<file path="config.mk">
export PLATFORM = sky130hd
export DESIGN_NAME = tx_req_arbiter_flat
export DESIGN_NICKNAME = d
export VERILOG_FILES = /design/src/rtl/tx_req_arbiter_if.sv /design/src/rtl/tx_req_arbiter.sv /design/src/flat_wrapper.sv
export SDC_FILE = /design/constraint.sdc
export NUM_CORES = 1
export LEC_CHECK = 0
export ABC_AREA = 1
export CAP_MARGIN = 20
export CORE_MARGIN = 2
export CORE_UTILIZATION = 35
export CTS_CLUSTER_DIAMETER = 60
export DETAILED_ROUTE_END_ITERATION = 10
export PLACE_DENSITY = 0.83
export SLEW_MARGIN = 10
export SYNTH_ARGS = -nofsm -noshare
export SYNTH_HDL_FRONTEND = slang
export SYNTH_SLANG_ARGS = --single-unit
</file>
<file path="constraint.sdc">
create_clock -name clk_i -period 1.65 [get_ports clk_i]
set_input_delay 0.4125 -clock clk_i [delete_from_list [all_inputs] [get_ports clk_i]]
set_output_delay 0.4125 -clock clk_i [all_outputs]
set_load 0.02 [all_outputs]
</file>
<file path="src/rtl/tx_req_arbiter_if.sv">
// rtl/tx_req_arbiter_if.sv - requester and TX FIFO write bus bundle for tx_req_arbiter
interface tx_req_arbiter_if #(
  parameter int NUM_REQ = 4
);
  localparam int IdW = $clog2(NUM_REQ);

  logic [NUM_REQ-1:0]   req_valid_i;
  logic [8*NUM_REQ-1:0] req_data_i;
  logic [NUM_REQ-1:0]   req_last_i;
  logic [NUM_REQ-1:0]   req_ready_o;
  logic                 tx_fifo_full_i;
  logic                 tx_fifo_wen_o;
  logic [7:0]           tx_fifo_wdata_o;
  logic [NUM_REQ-1:0]   grant_o;
  logic [IdW-1:0]       grant_id_o;
  logic                 arb_busy_o;

  modport slave (
    input  req_valid_i, req_data_i, req_last_i, tx_fifo_full_i,
    output req_ready_o, tx_fifo_wen_o, tx_fifo_wdata_o, grant_o, grant_id_o, arb_busy_o
  );

  modport master (
    output req_valid_i, req_data_i, req_last_i, tx_fifo_full_i,
    input  req_ready_o, tx_fifo_wen_o, tx_fifo_wdata_o, grant_o, grant_id_o, arb_busy_o
  );
endinterface

</file>
<file path="src/rtl/tx_req_arbiter.sv">
// rtl/tx_req_arbiter.sv - round-robin burst-locking arbiter for the TX FIFO write port
module tx_req_arbiter #(
  parameter int NUM_REQ   = 4,
  parameter int MAX_BURST = 8
) (
  input  logic             clk_i,
  input  logic             reset_ni,
  input  logic             arb_en_i,
  tx_req_arbiter_if.slave  bus
);
  localparam int IdW   = $clog2(NUM_REQ);
  localparam int BeatW = $clog2(MAX_BURST + 1);

  typedef enum logic {IDLE, GRANT} state_e;

  state_e           state_q, state_d;
  logic [IdW-1:0]   rr_ptr_q, rr_ptr_d;
  logic [IdW-1:0]   grant_id_q, grant_id_d;
  logic [BeatW-1:0] beat_q, beat_d;

  logic             sel_found;
  logic [IdW-1:0]   sel_idx;
  logic [IdW:0]     probe;
  logic [IdW:0]     next_ptr;
  logic             fire;

  // First valid requester at or after rr_ptr, wrapping past NUM_REQ-1.
  always_comb begin
    sel_found = 1'b0;
    sel_idx   = '0;
    probe     = '0;
    for (int i = 0; i < NUM_REQ; i++) begin
      probe = {1'b0, rr_ptr_q} + (IdW+1)'(i);
      if (probe >= (IdW+1)'(NUM_REQ)) begin
        probe = probe - (IdW+1)'(NUM_REQ);
      end
      if (!sel_found && bus.req_valid_i[probe[IdW-1:0]]) begin
        sel_found = 1'b1;
        sel_idx   = probe[IdW-1:0];
      end
    end
  end

  always_comb begin
    state_d    = state_q;
    rr_ptr_d   = rr_ptr_q;
    grant_id_d = grant_id_q;
    beat_d     = beat_q;
    fire       = 1'b0;
    next_ptr   = {1'b0, grant_id_q} + 1'b1;
    if (next_ptr == (IdW+1)'(NUM_REQ)) begin
      next_ptr = '0;
    end

    bus.req_ready_o     = '0;
    bus.tx_fifo_wen_o   = 1'b0;
    bus.tx_fifo_wdata_o = '0;
    bus.grant_o         = '0;
    bus.grant_id_o      = grant_id_q;
    bus.arb_busy_o      = 1'b0;

    case (state_q)
      IDLE: begin
        if (arb_en_i && sel_found) begin
          state_d    = GRANT;
          grant_id_d = sel_idx;
          beat_d     = '0;
        end
      end
      GRANT: begin
        bus.arb_busy_o              = 1'b1;
        bus.grant_o[grant_id_q]     = 1'b1;
        bus.req_ready_o[grant_id_q] = arb_en_i & ~bus.tx_fifo_full_i;
        fire = bus.req_valid_i[grant_id_q] & arb_en_i & ~bus.tx_fifo_full_i;
        if (fire) begin
          bus.tx_fifo_wen_o   = 1'b1;
          bus.tx_fifo_wdata_o = bus.req_data_i[{grant_id_q, 3'b000} +: 8];
          beat_d              = beat_q + 1'b1;
          // Message end or burst cap hands the port to the next requester.
          if (bus.req_last_i[grant_id_q] || beat_d == BeatW'(MAX_BURST)) begin
            state_d  = IDLE;
            rr_ptr_d = next_ptr[IdW-1:0];
          end
        end
      end
      default: state_d = IDLE;
    endcase
  end

  always_ff @(posedge clk_i or negedge reset_ni) begin
    if (!reset_ni) begin
      state_q    <= IDLE;
      rr_ptr_q   <= '0;
      grant_id_q <= '0;
      beat_q     <= '0;
    end else begin
      state_q    <= state_d;
      rr_ptr_q   <= rr_ptr_d;
      grant_id_q <= grant_id_d;
      beat_q     <= beat_d;
    end
  end
endmodule
</file>
<file path="src/flat_wrapper.sv">
// flat-port wrapper written by rule: the top's interface ports become plain ports
module tx_req_arbiter_flat 
#(
  parameter int NUM_REQ   = 4,
  parameter int MAX_BURST = 8
)
  (clk_i, reset_ni, arb_en_i, bus_req_valid_i, bus_req_data_i, bus_req_last_i, bus_tx_fifo_full_i, bus_req_ready_o, bus_tx_fifo_wen_o, bus_tx_fifo_wdata_o, bus_grant_o, bus_grant_id_o, bus_arb_busy_o);
  tx_req_arbiter_if #(.NUM_REQ(NUM_REQ)) bus_i ();
  input  logic clk_i;
  input  logic reset_ni;
  input  logic arb_en_i;
  input wire logic [$bits(bus_i.req_valid_i)-1:0] bus_req_valid_i;
  input wire logic [$bits(bus_i.req_data_i)-1:0] bus_req_data_i;
  input wire logic [$bits(bus_i.req_last_i)-1:0] bus_req_last_i;
  input wire logic [$bits(bus_i.tx_fifo_full_i)-1:0] bus_tx_fifo_full_i;
  output wire logic [$bits(bus_i.req_ready_o)-1:0] bus_req_ready_o;
  output wire logic [$bits(bus_i.tx_fifo_wen_o)-1:0] bus_tx_fifo_wen_o;
  output wire logic [$bits(bus_i.tx_fifo_wdata_o)-1:0] bus_tx_fifo_wdata_o;
  output wire logic [$bits(bus_i.grant_o)-1:0] bus_grant_o;
  output wire logic [$bits(bus_i.grant_id_o)-1:0] bus_grant_id_o;
  output wire logic [$bits(bus_i.arb_busy_o)-1:0] bus_arb_busy_o;
  assign bus_i.req_valid_i = bus_req_valid_i;
  assign bus_i.req_data_i = bus_req_data_i;
  assign bus_i.req_last_i = bus_req_last_i;
  assign bus_i.tx_fifo_full_i = bus_tx_fifo_full_i;
  assign bus_req_ready_o = bus_i.req_ready_o;
  assign bus_tx_fifo_wen_o = bus_i.tx_fifo_wen_o;
  assign bus_tx_fifo_wdata_o = bus_i.tx_fifo_wdata_o;
  assign bus_grant_o = bus_i.grant_o;
  assign bus_grant_id_o = bus_i.grant_id_o;
  assign bus_arb_busy_o = bus_i.arb_busy_o;
  tx_req_arbiter #(.NUM_REQ(NUM_REQ), .MAX_BURST(MAX_BURST)) u_core (.clk_i(clk_i), .reset_ni(reset_ni), .arb_en_i(arb_en_i), .bus(bus_i));
endmodule
</file>
==> results of run 1 <==
final timing paths:
check | from | endpoint | slack [ps] | cells after the start
worst max-delay path | u_core.bus.grant_id_o[0]$_DFFE_PN0P_ | bus_tx_fifo_wdata_o[7] | -310 | 8
worst min-delay path | reset_ni | u_core.beat_q[1]$_DFFE_PN0P_ | 450 | 1
worst max register to register | u_core.bus.grant_id_o[0]$_DFFE_PN0P_ | u_core.rr_ptr_q[0]$_DFFE_PN0P_ | 60 | 7
worst min register to register | u_core.beat_q[3]$_DFFE_PN0P_ | u_core.beat_q[3]$_DFFE_PN0P_ | 530 | 2
max in group asynchronous | reset_ni | u_core.rr_ptr_q[1]$_DFFE_PN0P_ | 880 | 1
min in group clk_i | u_core.beat_q[3]$_DFFE_PN0P_ | u_core.beat_q[3]$_DFFE_PN0P_ | 530 | 2
sequential cells by signal (all words and copies together), names as in the netlist:
name / count
u_core.beat_q: 4
u_core.bus.grant_id_o: 2
u_core.rr_ptr_q: 2
u_core.state_q: 1
per-stage QoR:
step                      utilization [%]  setup slack (ps)
after floorplan                         -             -21.2
after global placement               65.1              -943
after detailed placement             65.1              -965
after CTS                            71.4              -321
after global routing                 72.5              -397
final                                72.5              -308
cell families after synthesis:
| family | count (synthesis) | share of synthesized area [%] |
|---|---|---|
| AND/OR/NAND/NOR | 117 | 49.1 |
| flip-flops | 9 | 19.0 |
| AO/OA/AOI/OAI | 33 | 14.4 |
| adder cells (fa/ha/maj) | 5 | 5.29 |
| XOR/XNOR | 2 | 1.48 |
| buffers and inverters | 28 | 10.7 |
power groups by stage:
stage | sequential (mW) | combinational [mW] | clock (mW)
after floorplan | 0.456 | 1.66 | 0
after global placement | 0.460 | 2.39 | 0
after detailed placement | 0.468 | 2.43 | 0
after CTS | 0.463 | 2.70 | 0.173
after global routing | 0.486 | 3.05 | 0.179
final | 0.469 | 2.78 | 0.167
cells in the mapped netlist, drive strengths merged:
library cell	n
nand3	17
xnor2	1
o21ai	21
ha	5
nand3b	1
nand4	2
o21a	1
dfrtp	9
nand2	54
inv	20
a21boi	1
nor2	41
a21oi	10
clkbuf	2
buf	6
or2	2
xor2	1
routing by layer:
| layer | wire [µm] | GRT usage [%] | vias to the layer above |
|---|---|---|---|
| li1 | - | - | 797 |
| met3 | 157 | 3.08 | 7 |
| met1 | 1610 | 24.2 | 724 |
| met4 | 40 | 3.33 | 0 |
| met2 | 2170 | 40.8 | 37 |
| met5 | 0 | 0 | - |
final cells by class:
cell class	count	area (µm²)
multi-input cells	157	1050
repair buffers	92	932
fillers	269	903
flip-flops and latches	9	230
inverters	20	85.1
well taps	46	57.6
clock buffers	4	26.3
worst max-delay path, stage by stage (launching register included):
cell and delay (ps):
dfrtp_2 400, inv_2 70, a21oi_2 110, o21ai_1 70, nand2_1 100, nand3_4 110
buf_12 170, a21oi_4 110, buf_6 130
timing repair:
action	CTS	global route
cloned	1	0
pin swaps	3	6
gates resized for setup	137	16
endpoints found under the setup margin	29	25
endpoints found under the hold margin	0	0
buffers inserted	8	1
==> results.py, run 1 <==
metrics = {
    "outcome": {
        "status": "complete, but fails checks",
        "violations": "negative setup slack",
    },
    "synthesis": {
        "yosysSeqAreaShare_pct": 19.0,
        "synth.avg_cell_area_um2": 6.09,
        "synth_nets": 243,
        "synth_top_area_cell": "dfrtp_1",
        "synth_area_um2": 1180,
        "synthTopCellsByArea": "dfrtp_1 19%, nand2_1 13%, nor2_1 13%",
        "yosys.cell_types.count": 26,
        "synth-seq-cells": 9,
        "syn_inst": 194,
        "synth_warnings": 0,
        "synth_top_area_share_pct": 19.0,
    },
    "sta": {
        "fmaxAchievable_mhz": 511,
        "worst_slack_ps": -308,
        "hold_viol": 0,
        "tightest_slew_ps": 402,
        "final_max_slew_viol_count": 0,
        "fin_crit_ps": 1960,
        "hold_ws_ps": 445,
        "fin_skew_ps": 13.5,
        "relSlewSlack_pct": 73.1,
        "fin_crit_sh_pct": 119,
        "tns_ps": -3620,
        "setup_viol": 17,
        "rsz0062_at_grt": "true",
    },
    "layout": {
        "instances_no_fill": 328,
        "layout-drive-gt1-share_pct": 39.0,
        "layout_commonest_cell": "clkdlybuf4s50_1",
        "syn_to_final_growth_pct": 101,
        "stdcell_area_um2": 2380,
        "layout_common_cells": "37 x clkdlybuf4s50_1, 36 x nor2_1, 35 x nand2_1",
        "n_antenna_cell": 0,
        "fin_nets": 332,
    },
    "pwr": {
        "power.internal_mw": 1.67,
        "vdd_drop_max_v": 0.000660,
        "p_leak_nw": 1.13,
        "power_switching_mw": 1.75,
        "power_mw": 3.41,
        "p_per_area_nw_per_um2": 1430,
        "combPwrFrac_pct": 81.4,
        "p_seq_share_pct": 13.7,
        "switching_share_pct": 51.2,
        "clockPowerShare_pct": 4.9,
    },
    "placed_design": {
        "io_buffer_count": 63,
        "gp_congestion": 0.822,
        "place.detailed.hpwl_um": 3020,
        "placed_cells": 316,
        "dpl-instance-area_um2": 2140,
    },
    "routing": {
        "wl_per_cell_um": 12.1,
        "finalWirelength_um": 3980,
        "drt_iter0_markers": 44,
        "vias_per_cell": 4.77,
        "dr.pass1.iters": 4,
        "drc_errors": 0,
        "vias": 1565,
        "antenna_left": 0,
    },
    "clocking": {
        "clk_pin_slew_worst_paths_ps": 70,
        "root_buffer": "clkbuf_4",
        "insertion_delay_ps": 260,
        "cts.path.max_buffers": 2,
        "cts_buffers": 3,
        "hold_buffers": 0,
        "cts-htree-levels": 1,
        "cts_tree": "done",
        "cts.sinks": 9,
    },
    "grt": {
        "grt.overflow.total": 0,
        "grt_max_degree": 21,
        "grt_pass1_wl_um": 6870,
        "grt_pass1_vias": 1590,
        "antenna_found_initial": 0,
        "grt.total_usage_pct": 20.9,
    },
    "floorplan": {
        "core.rowCount": 21,
        "chipWidth_um": 62.1,
        "die_area_um2": 3860,
        "io_pins": 64,
        "core_area_um2": 3280,
        "die_y_um": 62.1,
        "initial_core_util_pct": 36.0,
    },
    "setup_path": {
        "crit_arrival_ps": 1550,
        "worstPathRequired_ps": 1240,
        "crit_fanout": 5,
        "worstSetupEndpointType": "primary output",
        "crit_type": "register to primary output",
        "start_kind": "register",
    },
    "worst_hold_path": {
        "min_path_type": "input port to async pin",
    },
    "job": {
        "max-cap-violations": 0,
    },
}
Power figures use the tool's default switching activity.
==> run 2: changes to the inputs <==
ABC_CLOCK_PERIOD_IN_PS = 1650   (was not set)
CTS_CLUSTER_SIZE = 24   (was not set)
==> results of run 2 <==
Final layout, timing and power as in run 1 (identical DEF).
==> run 3: changes to the inputs <==
MAX_ROUTING_LAYER = met4   (was not set)
REMOVE_ABC_BUFFERS = 1   (was not set)
SLEW_MARGIN = 15   (was 10)
==> run 3 against run 2 <==
Effect of this change:
- the flow still finishes with violations (negative setup slack)
- cell count down 1.8%
- global-route usage increased by 0.11 points
- via count down 1.5%
- final area fell by 9.6%
- critical path depth did not move
- largest power group unchanged
- combinational power down 9.4%
- flip-flop and latch count did not move
- sequential share of layout area is 0.97 points higher
- total power decreased by 8.0%
==> results.py, run 3 (synthesis results as in run 1) <==
metrics = {
    "setup_path": {
        "crit_arrival_ps": 1610,
        "crit_fanout": 6,
        "worstPathRequired_ps": 1240,
        "cpMostUsedCell": "a21oi_2",
        "cpLargestDelayFamily": "flip-flops",
        "critical-path-max-stage-delay_ps": 430,
        "crit_type": "register to primary output",
        "cp_num_buf_inv": 3,
        "worstSetupEndpointType": "primary output",
        "crit_slowest_cell": "dfrtp_2",
        "start_kind": "register",
        "rr_startpoint": "u_core.rr_ptr_q[0]$_DFFE_PN0P_",
        "r2r.worst_path.cells": 11,
        "r2r_slack_ps": 70,
        "path_cells": "inv_2 -> a21oi_2 -> o21ai_1 -> nand2_1 -> nand3_2 -> buf_8 -> a21oi_2 -> buf_4",
        "r2r-end": "u_core.bus.grant_id_o[1]$_DFFE_PN0P_",
    },
    "layout": {
        "layout_commonest_cell": "nor2_1",
        "largest_register": "u_core.beat_q",
        "instances_no_fill": 322,
        "fin_nets": 326,
        "syn_to_final_growth_pct": 82.0,
        "n_antenna_cell": 0,
        "layout-drive-gt1-share_pct": 33.0,
        "post-route-util_pct": 65.5,
        "layout_common_cells": "40 x nor2_1, 39 x nand2_1, 38 x clkdlybuf4s50_1",
        "largest_reg_flops": 4,
    },
    "pwr": {
        "p_per_area_nw_per_um2": 1460,
        "p_leak_nw": 1.08,
        "vdd_drop_max_v": 0.000640,
    },
    "grt": {
        "grt_pass1_wl_um": 6490,
        "grt.overflow.total": 0,
        "grt_pass1_vias": 1461,
        "grt.total_usage_pct": 21.0,
        "grt_max_degree": 21,
        "antenna_found_initial": 0,
    },
    "clocking": {
        "cts_buffers": 3,
        "insertion_delay_ps": 260,
        "cts-htree-levels": 1,
        "root_buffer": "clkbuf_4",
        "clk_pin_slew_worst_paths_ps": 60,
        "hold_buffers": 0,
        "cts.path.max_buffers": 2,
        "cts.sinks": 9,
        "cts_tree": "done",
    },
    "outcome": {
        "violations": "negative setup slack",
        "status": "complete, but fails checks",
    },
    "routing": {
        "finalWirelength_um": 4200,
        "vias_per_cell": 4.79,
        "vias": 1541,
        "dr.pass1.iters": 4,
        "drc_errors": 0,
        "drt_iter0_markers": 137,
        "wl_per_cell_um": 13.1,
        "antenna_left": 0,
    },
    "placed_design": {
        "gp_congestion": 0.839,
        "placed_cells": 313,
        "place.detailed.hpwl_um": 2880,
        "io_buffer_count": 63,
        "pre_cts_ws_ps": -1020,
    },
    "sta": {
        "final_max_slew_viol_count": 0,
        "fin_skew_ps": 1.51,
        "tns_ps": -4560,
        "tightest_slew_ps": 454,
        "fmaxAchievable_mhz": 494,
        "hold_ws_ps": 440,
        "fin_crit_ps": 2020,
        "fin_crit_sh_pct": 123,
        "setup_viol": 17,
        "rsz0062_at_grt": "true",
        "hold_viol": 0,
        "relSlewSlack_pct": 69.4,
        "worst_slack_ps": -374,
    },
    "floorplan": {
        "initial_core_util_pct": 36.0,
        "die_y_um": 62.1,
        "core_area_um2": 3280,
        "die_area_um2": 3860,
        "chipWidth_um": 62.1,
        "core.rowCount": 21,
        "io_pins": 64,
    },
    "worst_hold_path": {
        "min_path_type": "input port to async pin",
    },
    "job": {
        "max-cap-violations": 0,
    },
}
-- run 3: cell types whose count changed in the layout (fill, tap and decap cells not counted), sizes merged --
cell / change
clkinv: +1
buf: -8
dlygate4sd2: -1
clkdlybuf4s50: +1
clkdlybuf4s15: +1
-- run 3: worst max-delay path by stage --
stage | startpoint | end | slack [ps] | cells after the start
2_1_floorplan | u_core.bus.grant_id_o[0]$_DFFE_PN0P_ | bus_tx_fifo_wdata_o[0] | -870 | 6
4_1_cts | u_core.bus.grant_id_o[0]$_DFFE_PN0P_ | bus_tx_fifo_wdata_o[5] | -310 | 7
5_1_grt | u_core.bus.grant_id_o[0]$_DFFE_PN0P_ | bus_tx_fifo_wdata_o[6] | -420 | 7
6_report | u_core.bus.grant_id_o[0]$_DFFE_PN0P_ | bus_tx_fifo_wdata_o[0] | -370 | 8
3_5_place_dp | bus_req_valid_i[1] | bus_tx_fifo_wdata_o[2] | -1020 | 9
3_3_place_gp | bus_req_valid_i[1] | bus_tx_fifo_wdata_o[0] | -970 | 9
-- run 3: report_power, final --
group	leakage [nW]	switching (mW)	internal (mW)	total, mW
Combinational	0.952	1.44	1.08	2.52
Clock	0.0177	0.0823	0.0897	0.172
Sequential	0.109	0.129	0.318	0.447
-- run 3: stage by stage --
stage               total power, mW  cell area, µm²
finish                         3.14            2150
global route                   3.40            2150
CTS                            2.90            2040
detailed placement             2.61            1960
global placement               2.56            1960
floorplan                      1.81            1140
-- run 3: layout make-up --
type                            instances  area [µm²]
Fill cell                             272        1130
Multi-Input combinational cell        157         927
Timing Repair Buffer                   86         826
Sequential cell                         9         229
Inverter                               20        85.1
Tap cell                               46        57.6
Clock buffer                            3        22.5
Clock inverter                          1        5.00
-- run 3: what timing repair did --
item | 4_1_cts | 5_1_grt
gates cloned | 1 | 0
pin swaps | 3 | 3
buffers inserted | 2 | 3
setup endpoints to repair | 26 | 26
gates resized for setup | 119 | 22
-- run 3: per-layer routing --
layer  track usage, %  up-vias  part of all wire, %
li1                 -      781                    -
met1             26.2      712                   41
met2             35.7       41                   54
met3             1.09        7                  3.6
met4             8.33        0                  1.5
met5                -        -                    0
